**config.mk**
```make
export PLATFORM = sky130hd
export DESIGN_NAME = multi_alarm_clock
export DESIGN_NICKNAME = d
export VERILOG_FILES = /design/src/rtl/multi_alarm_pkg.sv /design/src/rtl/alarm_channel.sv /design/src/rtl/multi_alarm_clock.sv
export SDC_FILE = /design/constraint.sdc
export NUM_CORES = 1
export LEC_CHECK = 0
export ABC_AREA = 0
export BUFFER_PORTS_ARGS = -buffer_cell sky130_fd_sc_hd__buf_2
export CORE_MARGIN = 2
export CORE_UTILIZATION = 40
export DETAILED_ROUTE_END_ITERATION = 10
export PLACE_DENSITY = 0.58
export SYNTH_ARGS = -nofsm -noshare
export SYNTH_HDL_FRONTEND = slang
export SYNTH_SLANG_ARGS = --single-unit
```
**constraint.sdc**
```tcl
create_clock -name clock_1s -period 4.9 [get_ports clock_1s]
set_input_delay 0.49 -clock clock_1s [delete_from_list [all_inputs] [get_ports clock_1s]]
set_output_delay 0.49 -clock clock_1s [all_outputs]
set_load 0.005 [all_outputs]
```
**src/rtl/multi_alarm_pkg.sv**
```systemverilog
`default_nettype none
// ============================================================================
// Module   : multi_alarm_pkg
// Purpose  : Shared definitions for the multi-channel alarm clock:
//            - alarm channel state encoding
//            - time-of-day limits, plus their BCD digit forms
//            - width of the shared per-channel countdown/ring timer
//            - BCD hh:mm validity check used by time and alarm loads
// Ports    : none (package)
// Revision : 1.0 - initial release
// ============================================================================
package multi_alarm_pkg;

  typedef enum logic [1:0] {
    CH_IDLE    = 2'd0,
    CH_RINGING = 2'd1,
    CH_SNOOZED = 2'd2
  } chan_state_t;

  localparam int SEC_MAX  = 59;
  localparam int MIN_MAX  = 59;
  localparam int HOUR_MAX = 23;

  // One 12-bit counter per channel covers both timeouts (up to 3599 s).
  localparam int TIMER_W = 12;

  // Digit-level forms of the limits. These are elaboration-time constants,
  // so the hardware only ever compares digits.
  localparam logic [5:0] SEC_LAST   = 6'(SEC_MAX);
  localparam logic [3:0] DIGIT_LAST = 4'd9;
  localparam logic [3:0] MIN1_LAST  = 4'(MIN_MAX / 10);
  localparam logic [3:0] MIN0_LAST  = 4'(MIN_MAX % 10);
  localparam logic [1:0] HOUR1_LAST = 2'(HOUR_MAX / 10);
  localparam logic [3:0] HOUR0_LAST = 4'(HOUR_MAX % 10);

  // True when h1h0:m1m0 is a legal 24-hour BCD time (00:00 .. 23:59).
  function automatic logic bcd_time_valid(
    input logic [1:0] h1,
    input logic [3:0] h0,
    input logic [3:0] m1,
    input logic [3:0] m0
  );
    logic hour_ok;
    hour_ok = (h0 <= DIGIT_LAST) &&
              ((h1 < HOUR1_LAST) || ((h1 == HOUR1_LAST) && (h0 <= HOUR0_LAST)));
    return hour_ok && (m1 <= MIN1_LAST) && (m0 <= DIGIT_LAST);
  endfunction

endpackage
`default_nettype wire

```
**src/rtl/alarm_channel.sv**
```systemverilog
`default_nettype none
// ============================================================================
// Module   : alarm_channel
// Purpose  : One alarm channel: stored hh:mm and enable, IDLE/RINGING/SNOOZED
//            state machine, and one timer shared between the ring timeout
//            (counts up) and the snooze countdown (counts down).
// Ports    : clock_1s, reset         - 1 Hz clock, async active-high reset
//            time_h1..time_m0        - registered current time (BCD)
//            sec_zero                - current seconds register equals 0
//            load_time               - raw time-load request (blocks trigger)
//            stop_alarm, snooze      - global ring controls
//            write, wr_*             - validated write into this channel
//            ring                    - registered ringing flag
//            ring_next               - ringing flag as of the coming edge
// Revision : 1.0 - initial release
// ============================================================================
module alarm_channel
  import multi_alarm_pkg::*;
#(
  parameter int SNOOZE_SEC       = 300,
  parameter int RING_TIMEOUT_SEC = 60
) (
  input  logic       clock_1s,
  input  logic       reset,
  input  logic [1:0] time_h1,
  input  logic [3:0] time_h0,
  input  logic [3:0] time_m1,
  input  logic [3:0] time_m0,
  input  logic       sec_zero,
  input  logic       load_time,
  input  logic       stop_alarm,
  input  logic       snooze,
  input  logic       write,
  input  logic [1:0] wr_h1,
  input  logic [3:0] wr_h0,
  input  logic [3:0] wr_m1,
  input  logic [3:0] wr_m0,
  input  logic       wr_en,
  output logic       ring,
  output logic       ring_next
);

  localparam logic [TIMER_W-1:0] SNOOZE_LOAD = TIMER_W'(SNOOZE_SEC - 1);
  localparam logic [TIMER_W-1:0] RING_LAST   = TIMER_W'(RING_TIMEOUT_SEC - 1);

  chan_state_t        state, state_next;
  logic [TIMER_W-1:0] timer, timer_next;

  logic [1:0] alarm_h1;
  logic [3:0] alarm_h0;
  logic [3:0] alarm_m1;
  logic [3:0] alarm_m0;
  logic       enabled;
  logic       match;

  // The only cycle with seconds == 0 in a minute is the trigger point, so
  // the alarm fires once per matching minute. A time load on the same edge
  // suppresses the trigger.
  assign match = enabled && sec_zero && !load_time &&
                 (time_h1 == alarm_h1) && (time_h0 == alarm_h0) &&
                 (time_m1 == alarm_m1) && (time_m0 == alarm_m0);

  always_ff @(posedge clock_1s or posedge reset) begin
    if (reset) begin
      state    <= CH_IDLE;
      timer    <= '0;
      alarm_h1 <= '0;
      alarm_h0 <= '0;
      alarm_m1 <= '0;
      alarm_m0 <= '0;
      enabled  <= 1'b0;
    end else begin
      state <= state_next;
      timer <= timer_next;
      // The stored setting updates even when stop_alarm overrides the state.
      if (write) begin
        alarm_h1 <= wr_h1;
        alarm_h0 <= wr_h0;
        alarm_m1 <= wr_m1;
        alarm_m0 <= wr_m0;
        enabled  <= wr_en;
      end
    end
  end

  always_comb begin
    state_next = state;
    timer_next = timer;
    if (stop_alarm || write) begin
      state_next = CH_IDLE;
      timer_next = '0;
    end else begin
      case (state)
        CH_IDLE: begin
          if (match) begin
            state_next = CH_RINGING;
            timer_next = '0;
          end
        end
        CH_RINGING: begin
          if (snooze) begin
            state_next = CH_SNOOZED;
            timer_next = SNOOZE_LOAD;
          end else if (match) begin
            // A fresh match (after a time reload) restarts the ring period.
            timer_next = '0;
          end else if (timer == RING_LAST) begin
            state_next = CH_IDLE;
            timer_next = '0;
          end else begin
            timer_next = timer + 1'b1;
          end
        end
        CH_SNOOZED: begin
          if (match || (timer == '0)) begin
            state_next = CH_RINGING;
            timer_next = '0;
          end else begin
            timer_next = timer - 1'b1;
          end
        end
        default: begin
          state_next = CH_IDLE;
          timer_next = '0;
        end
      endcase
    end
  end

  assign ring      = (state == CH_RINGING);
  assign ring_next = (state_next == CH_RINGING);

endmodule
`default_nettype wire

```
**src/rtl/multi_alarm_clock.sv**
```systemverilog
`default_nettype none
// ============================================================================
// Module   : multi_alarm_clock
// Purpose  : 24-hour BCD time-of-day counter advanced by a 1 Hz clock, with
//            NUM_ALARMS independently programmable alarm channels.
// Ports    : clock_1s, reset          - 1 Hz clock, async active-high reset
//            hour_in1..minute_in0     - BCD load value for time or alarm
//            load_time                - load time, seconds := 0
//            load_alarm, alarm_sel,
//            alarm_en_in              - write alarm hh:mm/enable to a channel
//            stop_alarm, snooze       - global ring controls
//            hour_out1..minute_out0   - current time, BCD
//            seconds                  - current seconds, binary 0..59
//            alarm_ring               - per-channel ringing flags
//            alarm                    - OR of all ringing flags
// Revision : 1.0 - initial release
// ============================================================================
module multi_alarm_clock
  import multi_alarm_pkg::*;
#(
  parameter  int NUM_ALARMS       = 4,
  parameter  int SNOOZE_SEC       = 300,
  parameter  int RING_TIMEOUT_SEC = 60,
  localparam int SEL_W            = (NUM_ALARMS > 1) ? $clog2(NUM_ALARMS) : 1
) (
  input  logic                  clock_1s,
  input  logic                  reset,
  input  logic [1:0]            hour_in1,
  input  logic [3:0]            hour_in0,
  input  logic [3:0]            minute_in1,
  input  logic [3:0]            minute_in0,
  input  logic                  load_time,
  input  logic                  load_alarm,
  input  logic [SEL_W-1:0]      alarm_sel,
  input  logic                  alarm_en_in,
  input  logic                  stop_alarm,
  input  logic                  snooze,
  output logic [1:0]            hour_out1,
  output logic [3:0]            hour_out0,
  output logic [3:0]            minute_out1,
  output logic [3:0]            minute_out0,
  output logic [5:0]            seconds,
  output logic [NUM_ALARMS-1:0] alarm_ring,
  output logic                  alarm
);

  logic                  in_valid;
  logic                  time_load_ok;
  logic                  alarm_load_ok;
  logic                  sec_zero;
  logic [NUM_ALARMS-1:0] ring_next;

  assign in_valid      = bcd_time_valid(hour_in1, hour_in0, minute_in1, minute_in0);
  assign time_load_ok  = load_time && in_valid;
  assign alarm_load_ok = load_alarm && in_valid;
  assign sec_zero      = (seconds == '0);

  // Time of day: a valid load wins over the tick; an invalid load is
  // ignored and the clock keeps running.
  always_ff @(posedge clock_1s or posedge reset) begin
    if (reset) begin
      hour_out1   <= '0;
      hour_out0   <= '0;
      minute_out1 <= '0;
      minute_out0 <= '0;
      seconds     <= '0;
    end else if (time_load_ok) begin
      hour_out1   <= hour_in1;
      hour_out0   <= hour_in0;
      minute_out1 <= minute_in1;
      minute_out0 <= minute_in0;
      seconds     <= '0;
    end else if (seconds == SEC_LAST) begin
      seconds <= '0;
      if ((minute_out1 == MIN1_LAST) && (minute_out0 == MIN0_LAST)) begin
        minute_out1 <= '0;
        minute_out0 <= '0;
        if ((hour_out1 == HOUR1_LAST) && (hour_out0 == HOUR0_LAST)) begin
          hour_out1 <= '0;
          hour_out0 <= '0;
        end else if (hour_out0 == DIGIT_LAST) begin
          hour_out1 <= hour_out1 + 2'd1;
          hour_out0 <= '0;
        end else begin
          hour_out0 <= hour_out0 + 4'd1;
        end
      end else if (minute_out0 == DIGIT_LAST) begin
        minute_out1 <= minute_out1 + 4'd1;
        minute_out0 <= '0;
      end else begin
        minute_out0 <= minute_out0 + 4'd1;
      end
    end else begin
      seconds <= seconds + 6'd1;
    end
  end

  generate
    for (genvar i = 0; i < NUM_ALARMS; i++) begin : g_channel
      logic write;
      // Selects beyond NUM_ALARMS-1 match no channel and are dropped.
      assign write = alarm_load_ok && (alarm_sel == SEL_W'(i));

      alarm_channel #(
        .SNOOZE_SEC       (SNOOZE_SEC),
        .RING_TIMEOUT_SEC (RING_TIMEOUT_SEC)
      ) u_channel (
        .clock_1s   (clock_1s),
        .reset      (reset),
        .time_h1    (hour_out1),
        .time_h0    (hour_out0),
        .time_m1    (minute_out1),
        .time_m0    (minute_out0),
        .sec_zero   (sec_zero),
        .load_time  (load_time),
        .stop_alarm (stop_alarm),
        .snooze     (snooze),
        .write      (write),
        .wr_h1      (hour_in1),
        .wr_h0      (hour_in0),
        .wr_m1      (minute_in1),
        .wr_m0      (minute_in0),
        .wr_en      (alarm_en_in),
        .ring       (alarm_ring[i]),
        .ring_next  (ring_next[i])
      );
    end
  endgenerate

  // Registered from the channels' next-state view so it tracks alarm_ring
  // exactly while coming straight from a flop.
  always_ff @(posedge clock_1s or posedge reset) begin
    if (reset) begin
      alarm <= 1'b0;
    end else begin
      alarm <= |ring_next;
    end
  end

endmodule
`default_nettype wire
```
==> results of run 1 <==
-- path summary, 6_finish.rpt --
kind | from | to | slack [ns]
worst min-delay path | reset | g_channel[2].u_channel.timer[1]$_DFFE_PP0P_ | 0.12
min in group clock_1s | alarm_en_in | g_channel[0].u_channel.enabled$_DFFE_PP0P_ | 0.36
worst max-delay path | seconds[2]$_DFF_PP0_ | g_channel[0].u_channel.timer[6]$_DFFE_PP0P_ | 1.60
max in group asynchronous | reset | g_channel[1].u_channel.state[0]$_DFF_PP0_ | 3.75
worst min register to register | g_channel[3].u_channel.timer[11]$_DFFE_PP0P_ | g_channel[3].u_channel.timer[11]$_DFFE_PP0P_ | 0.49
worst max register to register | seconds[2]$_DFF_PP0_ | g_channel[0].u_channel.timer[6]$_DFFE_PP0P_ | 1.60
-- cell families after synthesis --
logic type / count (synthesis) / share of synthesized area
xor+xnor: 72 / 0.0675
fa+ha+maj: 28 / 0.0375
mux: 65 / 0.0774
buf+inv: 115 / 0.0536
flops: 137 / 0.367
simple gates: 371 / 0.211
compound gates: 258 / 0.186
-- critical path, stage by stage, from the launching register on --
cell and delay, ns:
dfrtp_1 0.45, nor4_1 0.29, nand3b_1 0.29, nor4_1 0.66, a21oi_1 0.27, nor2_1 0.88
a31o_2 0.27, a22o_1 0.11
-- Yosys cell counts, types with 28 or more instances --
master    number
clkbuf_1      53
nand2_1       87
nor2_1        57
o21ai_0       74
a21oi_1       38
nand3_1       41
xor2_1        35
ha_1          28
nor3_1        34
dfrtp_1      137
inv_1         44
xnor2_1       37
mux2_2        58
-- flip-flops by register name, indices dropped and copies added (netlist names) --
name / count
g_channel.u_channel.enabled: 4
g_channel.u_channel.alarm_h1: 8
g_channel.u_channel.alarm_h0: 16
hour_out1: 2
hour_out0: 4
g_channel.u_channel.state: 8
minute_out1: 4
alarm: 1
seconds: 6
minute_out0: 4
g_channel.u_channel.timer: 48
g_channel.u_channel.alarm_m1: 16
g_channel.u_channel.alarm_m0: 16
-- per-layer routing --
| layer | wire length, um | vias up | share of wire | track usage |
|---|---|---|---|---|
| li1 | - | 3862 | - | - |
| met1 | 12000 | 3947 | 0.48 | 0.290 |
| met2 | 11700 | 148 | 0.47 | 0.334 |
| met3 | 803 | 27 | 0.032 | 0.0374 |
| met4 | 314 | 2 | 0.013 | 0.0603 |
| met5 | 13 | - | 0.00053 | 0 |
-- cell usage in the layout (no fill, tap or decap), types with 14 or more instances in the layout --
master / Yosys / final
nand4_1: 20 / 20
dfrtp_1: 137 / 137
clkbuf_16: 0 / 17
mux2_2: 58 / 58
buf_2: 6 / 47
xnor2_1: 37 / 37
nor3b_1: 14 / 14
a31oi_1: 16 / 16
o31ai_1: 15 / 15
nor3_1: 34 / 31
nand3_1: 41 / 41
o21ai_0: 74 / 74
nor4_1: 22 / 22
xor2_1: 35 / 35
nand2_1: 87 / 87
nor2_1: 57 / 57
ha_1: 28 / 28
a21oi_1: 38 / 38
inv_1: 44 / 43
-- per-stage QoR --
step	total power [uW]	hold slack, ns	setup WS, ns	util
2_1_floorplan	1890	0.445	0.742	-
3_3_place_gp	2080	0.465	1.47	0.427
3_5_place_dp	2100	0.483	1.45	0.427
4_1_cts	3500	0.147	1.60	0.455
5_1_grt	3630	0.175	1.30	0.455
6_report	3460	0.124	1.60	0.455
-- area by class of cell --
type | instances | area share
clock buffer | 17 | 0.0411
tap | 313 | 0.0378
multi-input combinational | 794 | 0.524
clock inverter | 15 | 0.0193
timing repair buffer | 58 | 0.0307
inverter | 44 | 0.0164
sequential | 137 | 0.331
-- power by group through the flow --
stage	sequential, uW	clock (uW)	combinational [uW]
detailed placement	1500	0	596
CTS	1480	1420	598
finish	1480	1390	589
global route	1500	1470	664
floorplan	1390	0	502
global placement	1500	0	584
==> results.ini, run 1 <==
[cts]
path_clk_slew_ns = 0.07
cts.htree.levels = 4
cts_buffers = 17
clockRootBuffer = clkbuf_16
post_cts_buffers = 0
clk_latency_ns = 0.44
ctsLongestPathBuffers = 2
cts_hold_buf = 0
ctsResizeCount = 0
cts.sinks = 137
cts_tree = built

[sta]
fin_worst_skew_ns = 0.0129
drv_slew = 0
min_period_ns = 3.30
tightest_slew_ns = 1.07
fmax_ghz = 0.303
hold_viol = 0
setup_viol = 0
rsz0062_at_grt = no
finalSetupTns_ns = 0
finalCritPeriodShare = 0.673
slew_headroom = 0.283

[logic_synthesis]
synth_edf_count = 0
synthCells = 1046
post_synth_instance_area_um2 = 9340
synth_nets = 1097
synth_seq_cells = 137
synth_top_area_share = 0.367
synth-async-reset-ratio = 1.00
synthTopCellsByArea = dfrtp_1 (37%), mux2_2 (7.0%), o21ai_0 (4.0%), ha_1 (3.8%), nand2_1 (3.5%)
ys_seq_area_frac = 0.367
ys_warn_count = 0
ys.flop_type = dfrtp_1
synth_cell_types = 82
postSynthAreaPerCell_um2 = 8.93
yosys.area.top_type = dfrtp_1

[detailed_routing]
drt_first_pass_iters = 6
ant_nets = 0
wire_per_inst_um = 18.0
viasPerCell = 5.80
wl_um = 24800
drt_iter0_markers = 653
drcViolationCount = 0
via_count = 7986

[global_routing]
grt_pass1_vias = 7642
grt_max_degree = 59
grt_pass1_wl_um = 40800
globalRouteTotalUtil = 0.209
antenna_found_initial = 1
grt-ovfl-total = 0

[setup_path]
path_max_fanout = 17
arrival_ns = 3.66
start_kind = flop
cp.required_ns = 5.26
worstSetupPathType = flop to flop
end_kind = flop
r2r_cells = 7

[floorplan]
fp.dieW_um = 157
ios = 48
fp.dieArea_um2 = 24600
start_util = 0.410
die_h_um = 157
num_rows = 55
core_area_um2 = 22800

[placed_design]
placedInstanceArea_um2 = 9730
place.gp.congestion = 0.841
port-buffer-count = 47
dp.final_hpwl_um = 17200
placed_cells = 1346

[final_layout]
fin_area_um2 = 10400
multi_input_area_um2 = 5420
final_cells = 1378
regArea_um2 = 3430
syn2layout_area_growth_pct = 10.9
fillCellCount = 2206
diodes = 0
nNetsFinal = 1103
drive_gt1_frac = 0.162

[job]
cap_violations = 0

[pwr]
p_int_uw = 2360
powerDensity_nw_per_um2 = 334
combPwrFrac = 0.170
ir_drop_uv = 175
seq_power_share = 0.427
sw_frac_of_total = 0.317
clock_power_share = 0.403
power.net_switching_uw = 1100
leakagePower_uw = 0.00439

[status]
outcome = completed

[hold_path]
hold_class = input pin to asynchronous set/reset pin

(Power assumes the default switching activity.)
==> inputs of run 2 (changes only) <==
--- a/config.mk
+++ b/config.mk
@@ -5,7 +5,7 @@
 export SDC_FILE = /design/constraint.sdc
 export NUM_CORES = 1
 export LEC_CHECK = 0
-export ABC_AREA = 0
+export ABC_AREA = 1
 export BUFFER_PORTS_ARGS = -buffer_cell sky130_fd_sc_hd__buf_2
 export CORE_MARGIN = 2
 export CORE_UTILIZATION = 40
==> constraint.sdc (replaced) <==
create_clock -name clock_1s -period 3.43 [get_ports clock_1s]
set_input_delay 0.343 -clock clock_1s [delete_from_list [all_inputs] [get_ports clock_1s]]
set_output_delay 0.343 -clock clock_1s [all_outputs]
set_load 0.005 [all_outputs]
==> results.ini, run 2 <==
[setup_path]
cp.required_ns = 3.77  ; -1.49 ns
crit_family = simple AND/OR/NAND/NOR gates
worstPathCellList = inv_1, ha_1, nand2_1, nor2_2, nand2_1, nor2_1, nand3_1, nand2_1, nand2_1, nor2_2, o21ai_0, o21ai_0
cp_num_buf_inv = 1  ; +1
startpoint = seconds[0]$_DFF_PP0_
cp_slowest_cell = nor2_2
start_kind = flop
r2r_start = seconds[0]$_DFF_PP0_
arrival_ns = 3.11  ; -0.55 ns
worstSetupPathType = flop to flop
max_stage_delay_ns = 0.46  ; -0.42 ns
path_max_fanout = 12  ; -5
end_kind = flop
path_common_cell = nand2_1

[logic_synthesis]
post_synth_instance_area_um2 = 9630  ; +3.1%
synth_edf_count = 0  ; unchanged
synth_cell_types = 41  ; -50%
yosys.area.top_type = dfrtp_1
synthCells = 1403  ; +34%
synth-async-reset-ratio = 1.00  ; unchanged
synth_top_cells_by_count = nand2_1 (443), inv_1 (177), dfrtp_1 (137), nor2_1 (122), o21ai_0 (85)
postSynthAreaPerCell_um2 = 6.86  ; -23%
synth_seq_cells = 137  ; unchanged
synth_nets = 1454  ; +33%
synth_top_area_share = 0.356  ; -0.0110
synth_most_common_cell = nand2_1
ys.flop_type = dfrtp_1
synthTopCellsByArea = dfrtp_1 (36%), nand2_1 (17%), inv_1 (6.9%), xor2_1 (4.9%), nor2_1 (4.8%)
ys_warn_count = 0  ; unchanged
ys_seq_area_frac = 0.356  ; -0.0110

[floorplan]
num_rows = 56  ; +1.8%
die_h_um = 159  ; +1.5%
start_util = 0.409  ; -0.00109
core_area_um2 = 23500  ; +3.4%
ios = 48  ; unchanged
fp.dieW_um = 159  ; +1.5%
fp.dieArea_um2 = 25300  ; +3.0%

[global_routing]
grt-ovfl-total = 0  ; unchanged
grt_pass1_wl_um = 42900  ; +5.1%
globalRouteTotalUtil = 0.208  ; -0.00127
grt_max_degree = 58  ; -1.7%
grt_pass1_vias = 8347  ; +9.2%
antenna_found_initial = 2  ; +1

[sta]
hold_viol = 0  ; unchanged
min_period_ns = 2.77  ; -0.525 ns
slew_headroom = 0.484  ; +0.201
setup_viol = 0  ; unchanged
fin_worst_skew_ns = 0.00881  ; -0.00410 ns
finalSetupTns_ns = 0  ; unchanged
fmax_ghz = 0.361  ; +19%
tightest_slew_ns = 0.772  ; -0.299 ns
drv_slew = 0  ; unchanged
finalCritPeriodShare = 0.808  ; +0.135
rsz0062_at_grt = no

[cts]
path_clk_slew_ns = 0.06  ; about the same
cts.htree.levels = 4  ; unchanged
post_cts_buffers = 0  ; unchanged
clockRootBuffer = clkbuf_16
cts_buffers = 17  ; unchanged
clk_latency_ns = 0.43  ; about the same
cts_tree = built
ctsResizeCount = 0  ; unchanged
cts_hold_buf = 0  ; unchanged
ctsLongestPathBuffers = 2  ; unchanged
cts.sinks = 137  ; unchanged

[pwr]
power_uw = 5570  ; +61%
leakagePower_uw = 0.00556  ; +27%
ir_drop_uv = 374  ; +110%
powerDensity_nw_per_um2 = 519  ; +55%

[final_layout]
final_cell_mix = nand2_1 (443), inv_1 (176), dfrtp_1 (137), nor2_1 (122), o21ai_0 (85)
largest_register_ffs = 48  ; unchanged
nNetsFinal = 1479  ; +34%
drive_gt1_frac = 0.0999  ; -0.0625
final_cells = 1762  ; +28%
final_common_cell = nand2_1
largest-register = g_channel.u_channel.timer
syn2layout_area_growth_pct = 11.4

[status]
outcome = completed

[detailed_routing]
drt_first_pass_iters = 6  ; unchanged
drt_iter0_markers = 595  ; -8.9%
wl_um = 25600  ; +3.3%
via_count = 8788  ; +10%
ant_nets = 0  ; unchanged
viasPerCell = 4.99  ; -14%
wire_per_inst_um = 14.5  ; -19%
drcViolationCount = 0  ; unchanged

[placed_design]
place.gp.congestion = 0.928  ; +10%
placed_cells = 1728  ; +28%
dp.final_hpwl_um = 18700  ; +9.1%
port-buffer-count = 47  ; unchanged

[job]
cap_violations = 0  ; unchanged

[hold_path]
hold_class = input pin to asynchronous set/reset pin

[run 2: path summary, 6_finish.rpt]
kind | endpoint | slack, ns | cells past startpoint
min in group clock_1s | g_channel[2].u_channel.alarm_m1[3]$_DFFE_PP0P_ | 0.20 | 2
hold / removal | g_channel[1].u_channel.timer[9]$_DFFE_PP0P_ | 0.04 | 2
setup reg to reg | g_channel[3].u_channel.timer[8]$_DFFE_PP0P_ | 0.66 | 12
hold reg to reg | g_channel[0].u_channel.enabled$_DFFE_PP0P_ | 0.50 | 2
max in group asynchronous | g_channel[2].u_channel.timer[2]$_DFFE_PP0P_ | 2.64 | 3
setup / recovery | g_channel[3].u_channel.timer[8]$_DFFE_PP0P_ | 0.66 | 12
[run 2: routing by layer]
| layer | routed length, um | vias up | GRT usage |
|---|---|---|---|
| met3 | 995 | 32 | 0.0456 |
| li1 | - | 4501 | - |
| met5 | 0 | - | 0 |
| met1 | 12400 | 4112 | 0.284 |
| met2 | 11600 | 143 | 0.330 |
| met4 | 534 | 0 | 0.0620 |
[run 2: logic make-up (layout without fill, tap and decap cells)]
kind of cell / count (synthesis) / count (layout) / synth area share
AOI/OAI and AO/OA: 210 / 210 / 0.127
xor gates and xnor gates: 70 / 70 / 0.0637
other: 0 / 2 / 0
and+or+nand+nor: 718 / 718 / 0.312
adders and majority gates: 28 / 28 / 0.0364
DFF: 137 / 137 / 0.356
buffers and inverters: 240 / 278 / 0.105
[run 2: report_power, final]
part	switching, uW	leakage, uW	internal [uW]
registers	301	0.00183	1840
logic	819	0.00341	501
clock network	799	0.000317	1310
[run 2: layout make-up]
class	instances	area (um2)
tap	319	399
inverter	192	724
sequential	137	3430
fill	2474	12800
timing repair buffer	54	313
multi-input combinational	1026	5190
clock buffer	17	425
clock inverter	15	238
antenna	2	5.00
[run 2: per-stage QoR]
step	hold WS, ns	setup slack [ns]	util	instance area (um2)
after floorplan	0.444	1.38	-	9630
after detailed placement	0.488	0.737	0.427	10100
after global routing	0.0852	0.314	0.455	10700
final	0.0448	0.658	0.455	10700
after CTS	0.0719	0.679	0.455	10700
after global placement	0.477	0.763	0.427	10100
==> inputs of run 3 (changes only) <==
--- a/config.mk
+++ b/config.mk
@@ -10,7 +10,7 @@
 export CORE_MARGIN = 2
 export CORE_UTILIZATION = 40
 export DETAILED_ROUTE_END_ITERATION = 10
-export PLACE_DENSITY = 0.58
+export PLACE_DENSITY = 0.6
 export SYNTH_ARGS = -nofsm -noshare
 export SYNTH_HDL_FRONTEND = slang
 export SYNTH_SLANG_ARGS = --single-unit
==> constraint.sdc (replaced) <==
create_clock -name clock_1s -period 2.5 [get_ports clock_1s]
set_input_delay 0.25 -clock clock_1s [delete_from_list [all_inputs] [get_ports clock_1s]]
set_output_delay 0.25 -clock clock_1s [all_outputs]
set_load 0.005 [all_outputs]
==> results.ini, run 3 (same netlist as run 2, synthesis figures left out) <==
[pwr]
power_uw = 7640  ; +37%
ir_drop_uv = 364  ; -2.9%
leakagePower_uw = 0.00563  ; +1.2%
powerDensity_nw_per_um2 = 706  ; +36%

[setup_path]
worstSetupPathType = flop to flop
crit_family = simple AND/OR/NAND/NOR gates
path_max_fanout = 8  ; -4
cp_slowest_cell = dfrtp_1
cp_num_buf_inv = 3  ; +2
worstPathCellList = inv_1, nand2_1, inv_1, nor2_1, nand2_1, nor2_1, nand3_1, nand3_1, inv_1, nand2_1, o22ai_1, nand2_1, nand2_1
path_common_cell = nand2_1
arrival_ns = 2.59  ; -0.52 ns
end_kind = flop
max_stage_delay_ns = 0.56  ; +0.10 ns
start_kind = flop
cp.required_ns = 2.82  ; -0.95 ns

[floorplan]
fp.dieW_um = 159  ; unchanged
core_area_um2 = 23500  ; unchanged
die_h_um = 159  ; unchanged
start_util = 0.409  ; unchanged
ios = 48  ; unchanged
fp.dieArea_um2 = 25300  ; unchanged
num_rows = 56  ; unchanged

[cts]
cts_buffers = 17  ; unchanged
cts_tree = built
post_cts_buffers = 0  ; unchanged
path_clk_slew_ns = 0.06  ; about the same
cts.htree.levels = 4  ; unchanged
clk_latency_ns = 0.43  ; about the same
cts.sinks = 137  ; unchanged
clockRootBuffer = clkbuf_16
ctsLongestPathBuffers = 2  ; unchanged

[detailed_routing]
ant_nets = 0  ; unchanged
viasPerCell = 4.99  ; about the same
via_count = 8853  ; +0.74%
drt_iter0_markers = 641  ; +7.7%
drcViolationCount = 0  ; unchanged
wire_per_inst_um = 14.4  ; -0.65%
wl_um = 25600  ; about the same
drt_first_pass_iters = 6  ; unchanged

[status]
outcome = completed

[sta]
finalSetupTns_ns = 0  ; unchanged
fmax_ghz = 0.441  ; +22%
slew_headroom = 0.606  ; +0.122
hold_viol = 0  ; unchanged
min_period_ns = 2.27  ; -0.503 ns
setup_viol = 0  ; unchanged
fin_worst_skew_ns = 0.0110  ; +0.00221 ns
drv_slew = 0  ; unchanged
tightest_slew_ns = 0.591  ; -0.181 ns
finalCritPeriodShare = 0.907  ; +0.0994
rsz0062_at_grt = no

[global_routing]
grt_pass1_wl_um = 43000  ; +0.11%
grt_max_degree = 105  ; +81%
globalRouteTotalUtil = 0.207  ; -0.000604
antenna_found_initial = 1  ; -1
grt_pass1_vias = 8504  ; +1.9%
grt-ovfl-total = 0  ; unchanged

[hold_path]
hold_class = input pin to flop

[placed_design]
place.gp.congestion = 0.898  ; -3.2%
port-buffer-count = 47  ; unchanged
dp.final_hpwl_um = 18900  ; +0.68%

[final_layout]
syn2layout_area_growth_pct = 12.4
largest-register = g_channel.u_channel.timer
largest_register_ffs = 48  ; unchanged
final_common_cell = nand2_1
fillCellCount = 2438  ; -1.5%
final_cell_mix = nand2_1 (443), inv_1 (176), dfrtp_1 (136), nor2_1 (122), o21ai_0 (85)
drive_gt1_frac = 0.109  ; +0.00927
diodes = 0  ; -2
nNetsFinal = 1495  ; +1.1%

[job]
cap_violations = 0  ; unchanged

-- run 3: cell types whose count changed in the layout (fill, tap and decap cells not counted) --
cell,change
buf_12,-1
buf_4,+16
clkbuf_8,+1
clkinvlp_4,+1
dfrtp_1,-1
dfrtp_2,+1
diode_2,-2
dlygate4sd3_1,+1
inv_6,-2
inv_8,-1
-- run 3: worst paths after layout --
path / from / end / slack, ns / depth (start not counted)
max: minute_out0[2]$_DFFE_PP0P_ / g_channel[1].u_channel.timer[6]$_DFFE_PP0P_ / 0.23 / 13
min: load_alarm / g_channel[1].u_channel.alarm_m1[3]$_DFFE_PP0P_ / 0.11 / 2
max reg2reg: minute_out0[2]$_DFFE_PP0P_ / g_channel[1].u_channel.timer[6]$_DFFE_PP0P_ / 0.23 / 13
min reg2reg: g_channel[3].u_channel.enabled$_DFFE_PP0P_ / g_channel[3].u_channel.enabled$_DFFE_PP0P_ / 0.49 / 2
max in group asynchronous: reset / g_channel[1].u_channel.enabled$_DFFE_PP0P_ / 1.52 / 4
min in group asynchronous: reset / seconds[2]$_DFF_PP0_ / 0.53 / 4
-- run 3: power breakdown --
| group | internal (uW) | leakage, uW | switching [uW] |
|---|---|---|---|
| clock network | 1800 | 0.000310 | 1040 |
| logic | 714 | 0.00349 | 1160 |
| registers | 2520 | 0.00183 | 399 |
| total | 5040 | 0.00563 | 2600 |
-- run 3: metal layers --
layer	GRT usage	wire (um)
met5	0	8
met4	0.0583	425
met3	0.0365	967
met2	0.334	11700
met1	0.287	12500
-- run 3: stage by stage --
stage	cells	hold slack, ns	cell area (um2)	utilization	setup slack (ns)
floorplan	1403	0.351	9630	-	0.543
global placement	1743	0.450	10200	0.431	0.198
detailed placement	1743	0.454	10200	0.431	0.238
CTS	1775	0.0928	10800	0.459	0.221
global route	1775	0.101	10800	0.460	0.0255
finish	1775	0.110	10800	0.460	0.231
-- run 3: area by class of cell --
type	count	area [um2]	share of cell area
multi-input cells	1026	5190	0.479
clock inverters	13	216	0.0200
inverters	192	724	0.0670
well taps	319	399	0.0369
repair buffers	70	423	0.0391
flip-flops and latches	137	3430	0.317
clock buffers	18	439	0.0406
-- run 3: what timing repair did --
| action | CTS | global route |
|---|---|---|
| setup endpoints to repair | 0 | 7 |
| hold buffers | 1 | 0 |
| gates resized for setup | 0 | 1 |
| hold endpoints to repair | 3 | 0 |
